**src/rtl/cpu_types_pkg.sv**
```systemverilog
// Shared types for the fetch-side branch target buffer: direction state and entry layout.
// Tags are kept as a zero-extended word so the entry struct does not depend on ENTRIES.
package cpu_types_pkg;

  typedef logic [31:0] word_t;

  typedef enum logic [1:0] {
    SNT = 2'b00,
    WNT = 2'b01,
    WT  = 2'b10,
    ST  = 2'b11
  } btb_state_t;

  typedef struct packed {
    logic       valid;
    word_t      tag;
    word_t      target;
    btb_state_t state;
  } btb_entry_t;

  // The upper state bit is the taken/not-taken decision in both predictor modes.
  function automatic logic state_taken(input btb_state_t s);
    return s[1];
  endfunction

endpackage

```
**src/rtl/btb_dir_counter.sv**
```systemverilog
// Next-state logic for one direction predictor entry.
// BTB_TWO_BIT_EN selects the 2-bit saturating counter; otherwise a last-outcome bit held as WNT/WT.
module btb_dir_counter
  import cpu_types_pkg::*;
(
  input  btb_state_t state_i,
  input  logic       taken_i,
  output btb_state_t state_o
);

  // saturating counter step (or last-outcome bit) for the resolved branch
  always_comb begin
    state_o = state_i;
`ifdef BTB_TWO_BIT_EN
    case (state_i)
      SNT:     state_o = taken_i ? WNT : SNT;
      WNT:     state_o = taken_i ? WT  : SNT;
      WT:      state_o = taken_i ? ST  : WNT;
      ST:      state_o = taken_i ? ST  : WT;
      default: state_o = WNT;
    endcase
`else
    if (taken_i) begin
      state_o = WT;
    end else begin
      state_o = WNT;
    end
`endif
  end

endmodule

```
**src/rtl/branch_target_buffer.sv**
```systemverilog
// Direct-mapped BTB: zero-latency IF lookup, EX-stage training, mispredict/redirect to hazard unit.
// Direction predictor width is selected by the BTB_TWO_BIT_EN macro (see btb_dir_counter).
module branch_target_buffer
  import cpu_types_pkg::*;
#(
  parameter int ENTRIES = 16
) (
  input  logic        CLK,
  input  logic        nRST,
  input  logic [31:0] lookup_pc,
  output logic        predict_taken,
  output logic [31:0] predict_target,
  input  logic        update_en,
  input  logic [31:0] update_pc,
  input  logic        update_taken,
  input  logic [31:0] update_target,
  input  logic        update_pred_taken,
  input  logic [31:0] update_pred_target,
  input  logic        invalidate_all,
  output logic        mispredict,
  output logic [31:0] redirect_pc
);

  localparam int INDEX_W = $clog2(ENTRIES);
  localparam btb_entry_t RST_ENTRY = '{valid: 1'b0, tag: 32'h0, target: 32'h0, state: WNT};

  btb_entry_t mem_q [ENTRIES];
  btb_entry_t mem_d [ENTRIES];

  logic [INDEX_W-1:0] lk_idx;
  word_t              lk_tag;
  btb_entry_t         lk_entry;
  logic               lk_hit;

  logic [INDEX_W-1:0] up_idx;
  word_t              up_tag;
  btb_entry_t         up_entry;
  logic               up_hit;
  btb_state_t         up_state_next;

  assign lk_idx   = lookup_pc[INDEX_W+1:2];
  assign lk_tag   = word_t'(lookup_pc >> (INDEX_W + 2));
  assign lk_entry = mem_q[lk_idx];
  assign lk_hit   = lk_entry.valid && (lk_entry.tag == lk_tag);

  assign up_idx   = update_pc[INDEX_W+1:2];
  assign up_tag   = word_t'(update_pc >> (INDEX_W + 2));
  assign up_entry = mem_q[up_idx];
  assign up_hit   = up_entry.valid && (up_entry.tag == up_tag);

  btb_dir_counter u_dir_counter (
    .state_i (up_entry.state),
    .taken_i (update_taken),
    .state_o (up_state_next)
  );

  // IF-stage prediction reads the registered array only, so a same-cycle write is not seen
  always_comb begin
    predict_taken = lk_hit && state_taken(lk_entry.state);
    if (predict_taken) begin
      predict_target = lk_entry.target;
    end else begin
      predict_target = lookup_pc + 32'd4;
    end
  end

  // EX-stage resolution check against the prediction carried down the pipe
  always_comb begin
    mispredict = 1'b0;
    if (update_en) begin
      mispredict = (update_taken != update_pred_taken) ||
                   (update_taken && (update_pred_target != update_target));
    end else begin
      mispredict = 1'b0;
    end
    if (update_taken) begin
      redirect_pc = update_target;
    end else begin
      redirect_pc = update_pc + 32'd4;
    end
  end

  // training: invalidate has priority and drops any concurrent update
  always_comb begin
    mem_d = mem_q;
    if (invalidate_all) begin
      for (int i = 0; i < ENTRIES; i++) begin
        mem_d[i].valid = 1'b0;
      end
    end else if (update_en) begin
      if (up_hit) begin
        mem_d[up_idx].state = up_state_next;
        if (update_taken) begin
          mem_d[up_idx].target = update_target;
        end else begin
          mem_d[up_idx].target = up_entry.target;
        end
      end else if (update_taken) begin
        mem_d[up_idx] = '{valid: 1'b1, tag: up_tag, target: update_target, state: WT};
      end else begin
        mem_d[up_idx] = up_entry;
      end
    end else begin
      mem_d = mem_q;
    end
  end

  // entry array register; async reset discards any in-flight write
  always_ff @(posedge CLK or negedge nRST) begin
    if (!nRST) begin
      for (int i = 0; i < ENTRIES; i++) begin
        mem_q[i] <= RST_ENTRY;
      end
    end else begin
      for (int i = 0; i < ENTRIES; i++) begin
        mem_q[i] <= mem_d[i];
      end
    end
  end

endmodule

```
**config.mk**
```make
export PLATFORM = sky130hd
export DESIGN_NAME = branch_target_buffer
export DESIGN_NICKNAME = d
export VERILOG_FILES = /design/src/rtl/cpu_types_pkg.sv /design/src/rtl/btb_dir_counter.sv /design/src/rtl/branch_target_buffer.sv
export SDC_FILE = /design/constraint.sdc
export NUM_CORES = 2
export LEC_CHECK = 0
export CAP_MARGIN = 20
export CORE_MARGIN = 2
export CORE_UTILIZATION = 50
export CTS_CLUSTER_SIZE = 30
export DETAILED_ROUTE_END_ITERATION = 10
export MAX_ROUTING_LAYER = met4
export PLACE_DENSITY = 0.8
export SYNTH_ARGS = -nofsm -noshare
export SYNTH_HDL_FRONTEND = slang
export SYNTH_SLANG_ARGS = --single-unit
export TNS_END_PERCENT = 1
```
**constraint.sdc**
```tcl
create_clock -name CLK -period 4.2 [get_ports CLK]
set_input_delay 0.42 -clock CLK [delete_from_list [all_inputs] [get_ports CLK]]
set_output_delay 0.42 -clock CLK [all_outputs]
set_load 0.05 [all_outputs]
```
==> results by group <==
Critical path
  • CP required: 3.78 ns
  • Worst setup EP type: output pin
  • Worst r2r src: mem_q[61]
  • Crit path arrival time: 4.35 ns
  • Max FO, Critical Path: 12
  • Crit path cell chain: or4_1 > nor4_1 > a21oi_1 > mux4_2 > or3_4 > a2111oi_4 > nand4b_1 > buf_12 > buf_12 > mux2_2 > buf_12
  • Worst setup startpoint: mem_q[801]
  • Max stage delay on crit path: between 0.5 and 0.6 ns
  • Worst path most repeated cell: buf_12
  • CP Class: reg2out
  • CP Launch Type: register
  • CP Buf/Inv Count: 3
  • Cell family with most CP delay: simple AND/OR/NAND/NOR gates
  • Slowest CP cell: mux4_2

Floorplanning
  • Die Ht: 350 µm
  • Rows: 126
  • Initial Utilization: ~51%
  • Die area: around 120000 µm²
  • Core Region: 118000 µm²
  • Die Wd: 350 µm
  • Top-level port count: 200

Routing
  • Per-cell routed wire length: 31.6 µm
  • Vias per cell: 6.87
  • Total vias in the final route: 47200
  • Routed wire length: 217000 µm
  • DR iter-0 viols: 5873
  • Routed Antenna Nets: 0
  • DRC viols: 0
  • Pre-antenna DRT Iters: 7

Synthesis
  • Sequential fraction of the synthesis area: between 40% and 50%
  • Post-synthesis cell area: 59900 µm²
  • Count of different cell masters after synthesis: 75
  • Synth top area cells: dfrtp_1 44%, mux4_2 20%, mux2_2 9.0%
  • Synth top area share: 44.1%
  • Synth Instances: about 4900
  • FFs w/ async S/R, synth: between 90% and 100%
  • Yosys reg bits: 1056
  • EDFF count, synth: 0
  • Synth Area per Inst: 12.2 µm²
  • Mapped Nets: 5065
  • Cell taking the most area after synthesis: dfrtp_1
  • Post-synth top flop: dfrtp_1
  • Synth warn: 0

Clock network
  • TritonCTS clock tree: built
  • Clock-pin slew of the registers on the worst-case setup and hold paths: 0.06 ns
  • Clock tree buffer depth: 3
  • Later-pin clock latency in the skew report: 0.76 ns
  • # clock sinks: about 1100
  • CTS root buf: clkbuf_16
  • Htree depth: 3
  • TritonCTS Buffers: 109

Status
  • Outcome: complete, but fails checks
  • Failing checks: negative setup slack

Global route
  • Total congestion overflow: 0
  • Grt met2 use: 52.3%
  • GR met1 Demand/Resource: 44.5%
  • Largest net degree at the start of global routing: 112
  • Vias in the first global route: 48500
  • Met3 Resource Use GR: between 10 and 15%
  • Gr usage total: a little under two fifths
  • Initial antenna violation count: 26
  • Most used routing layer: met2
  • First-pass GRT wire length: 320000 µm

Final layout
  • Top Registers: mem_q: 1056 flops
  • P&R area growth vs syn: 17.9%
  • Design area: 70700 µm²
  • Non-Filler Instances: 6873
  • Commonest non-fill, non-tap cells in the layout: 1056 x dfrtp_1, 589 x nand2_1, 526 x mux4_2
  • Layout cell share with drive strength beyond 1: 33.9%
  • Most common cell after layout, fill and taps aside: dfrtp_1
  • Layout Nets: 5303
  • Largest Register: mem_q
  • Max reg flops: 1056

STA
  • Tmin final: 4.77 ns
  • Hold violation count in the final report: 0
  • Final setup viols: 32
  • Max Fclk: 210 MHz
  • Final Slew Violations: 0
  • Fin worst setup slack: -0.569 ns
  • Slew @ Worst Pin: 1.08 ns
  • RSZ-0062 raised after global routing: yes
  • Rel. slew slack: 28.0%
  • Clock Skew: 0.0594 ns
  • Period utilization: 114%

Placement
  • Routability cong.: 1.06
  • Post-DP HPWL: ~150000 µm
  • DP Area: 66600 µm²
  • Port buffer count: approximately 200
  • Post-Place Worst Slack: -0.106 ns
  • Inst Count DP: 6649

Pwr
  • Worst vdd ir: 0.400 mV
  • Pwr/cell area: around 420 nW/µm²
  • P_leak: 30.4 nW

Min path
  • Worst Hold Class: in2async

Job
  • MaxCap Viol Count: 0
## metal layers
| metal | share of wire [%] | routed length (µm) | vias up |
|---|---|---|---|
| met1 | 34 | 74500 | 23900 |
| met3 | 15 | 32900 | 932 |
| met2 | 44 | 94500 | 3609 |
| li1 | - | - | 18800 |
| met4 | 6.9 | 15000 | 0 |
| met5 | 0 | 0 | - |
## where the power goes
| group | internal (W) | switching, W | total (W) |
|---|---|---|---|
| logic | 0.00317 | 0.00320 | 0.00638 |
| clock network | 0.00601 | 0.00440 | 0.0104 |
| registers | 0.0116 | 0.00115 | 0.0127 |
## repair_timing
action                                 4_1_cts  5_1_grt
hold buffers                                 1        0
buffers inserted                             1        0
endpoints found under the hold margin       63        0
setup endpoints to repair                   32       34
gates resized for setup                      8        8
pin swaps                                    2        4
## synthesized netlist by cell type (15+ instances only)
cell,number
dfrtp_1,1056
nand2_1,590
mux4_2,526
o21ai_0,515
mux2_2,480
clkbuf_1,299
nor2_1,205
mux2i_1,131
buf_2,118
a21oi_1,116
nor2b_1,88
xnor2_1,80
mux2_4,60
xor2_1,59
and3_1,57
a31oi_1,46
nand3_1,46
mux2_1,39
a22o_1,34
nor4_1,32
a21boi_0,28
nand4_1,26
nor3_1,26
buf_1,25
a221oi_1,23
buf_4,18
a22oi_1,15
## final timing paths
path                            slack [ns]                 end  cells past startpoint
worst max-delay path                 -0.57  predict_target[12]                     11
worst min-delay path                  0.34          mem_q[776]                      2
worst max register to register        0.39          mem_q[780]                      9
worst min register to register        0.50          mem_q[830]                      2
max in group asynchronous             2.63          mem_q[699]                      4
min in group CLK                      0.50          mem_q[830]                      2
## area by class of cell
| class | instances | area [µm²] |
|---|---|---|
| Antenna cell | 24 | 60.1 |
| Clock buffer | 153 | 3120 |
| Clock inverter | 44 | 709 |
| Fill cell | 8932 | 47700 |
| Inverter | 18 | 70.1 |
| Multi-Input combinational cell | 3379 | 31800 |
| Sequential cell | 1056 | 26400 |
| Tap cell | 1600 | 2000 |
| Timing Repair Buffer | 599 | 6450 |
## per-stage QoR
step | hold slack [ns] | power, W | util (%) | setup TNS (ns)
after floorplan | 0.124 | 0.0165 | - | -0.0448
after global placement | 0.473 | 0.0187 | 56.3 | -5.38
after detailed placement | 0.486 | 0.0190 | 56.3 | -2.55
after CTS | 0.336 | 0.0294 | 59.6 | -15.77
after global routing | 0.405 | 0.0305 | 59.7 | -20.02
final | 0.339 | 0.0295 | 59.7 | -17.32
## logic make-up after synthesis
family	Yosys count	share of synthesized area (%)
compound gates	851	8.21
xor+xnor	139	2.03
fa+ha+maj	6	0.125
buf+inv	490	3.58
flops	1056	44.1
mux	1236	33.2
simple gates	1147	8.71
No activity file was read; power rests on OpenSTA's default activity.
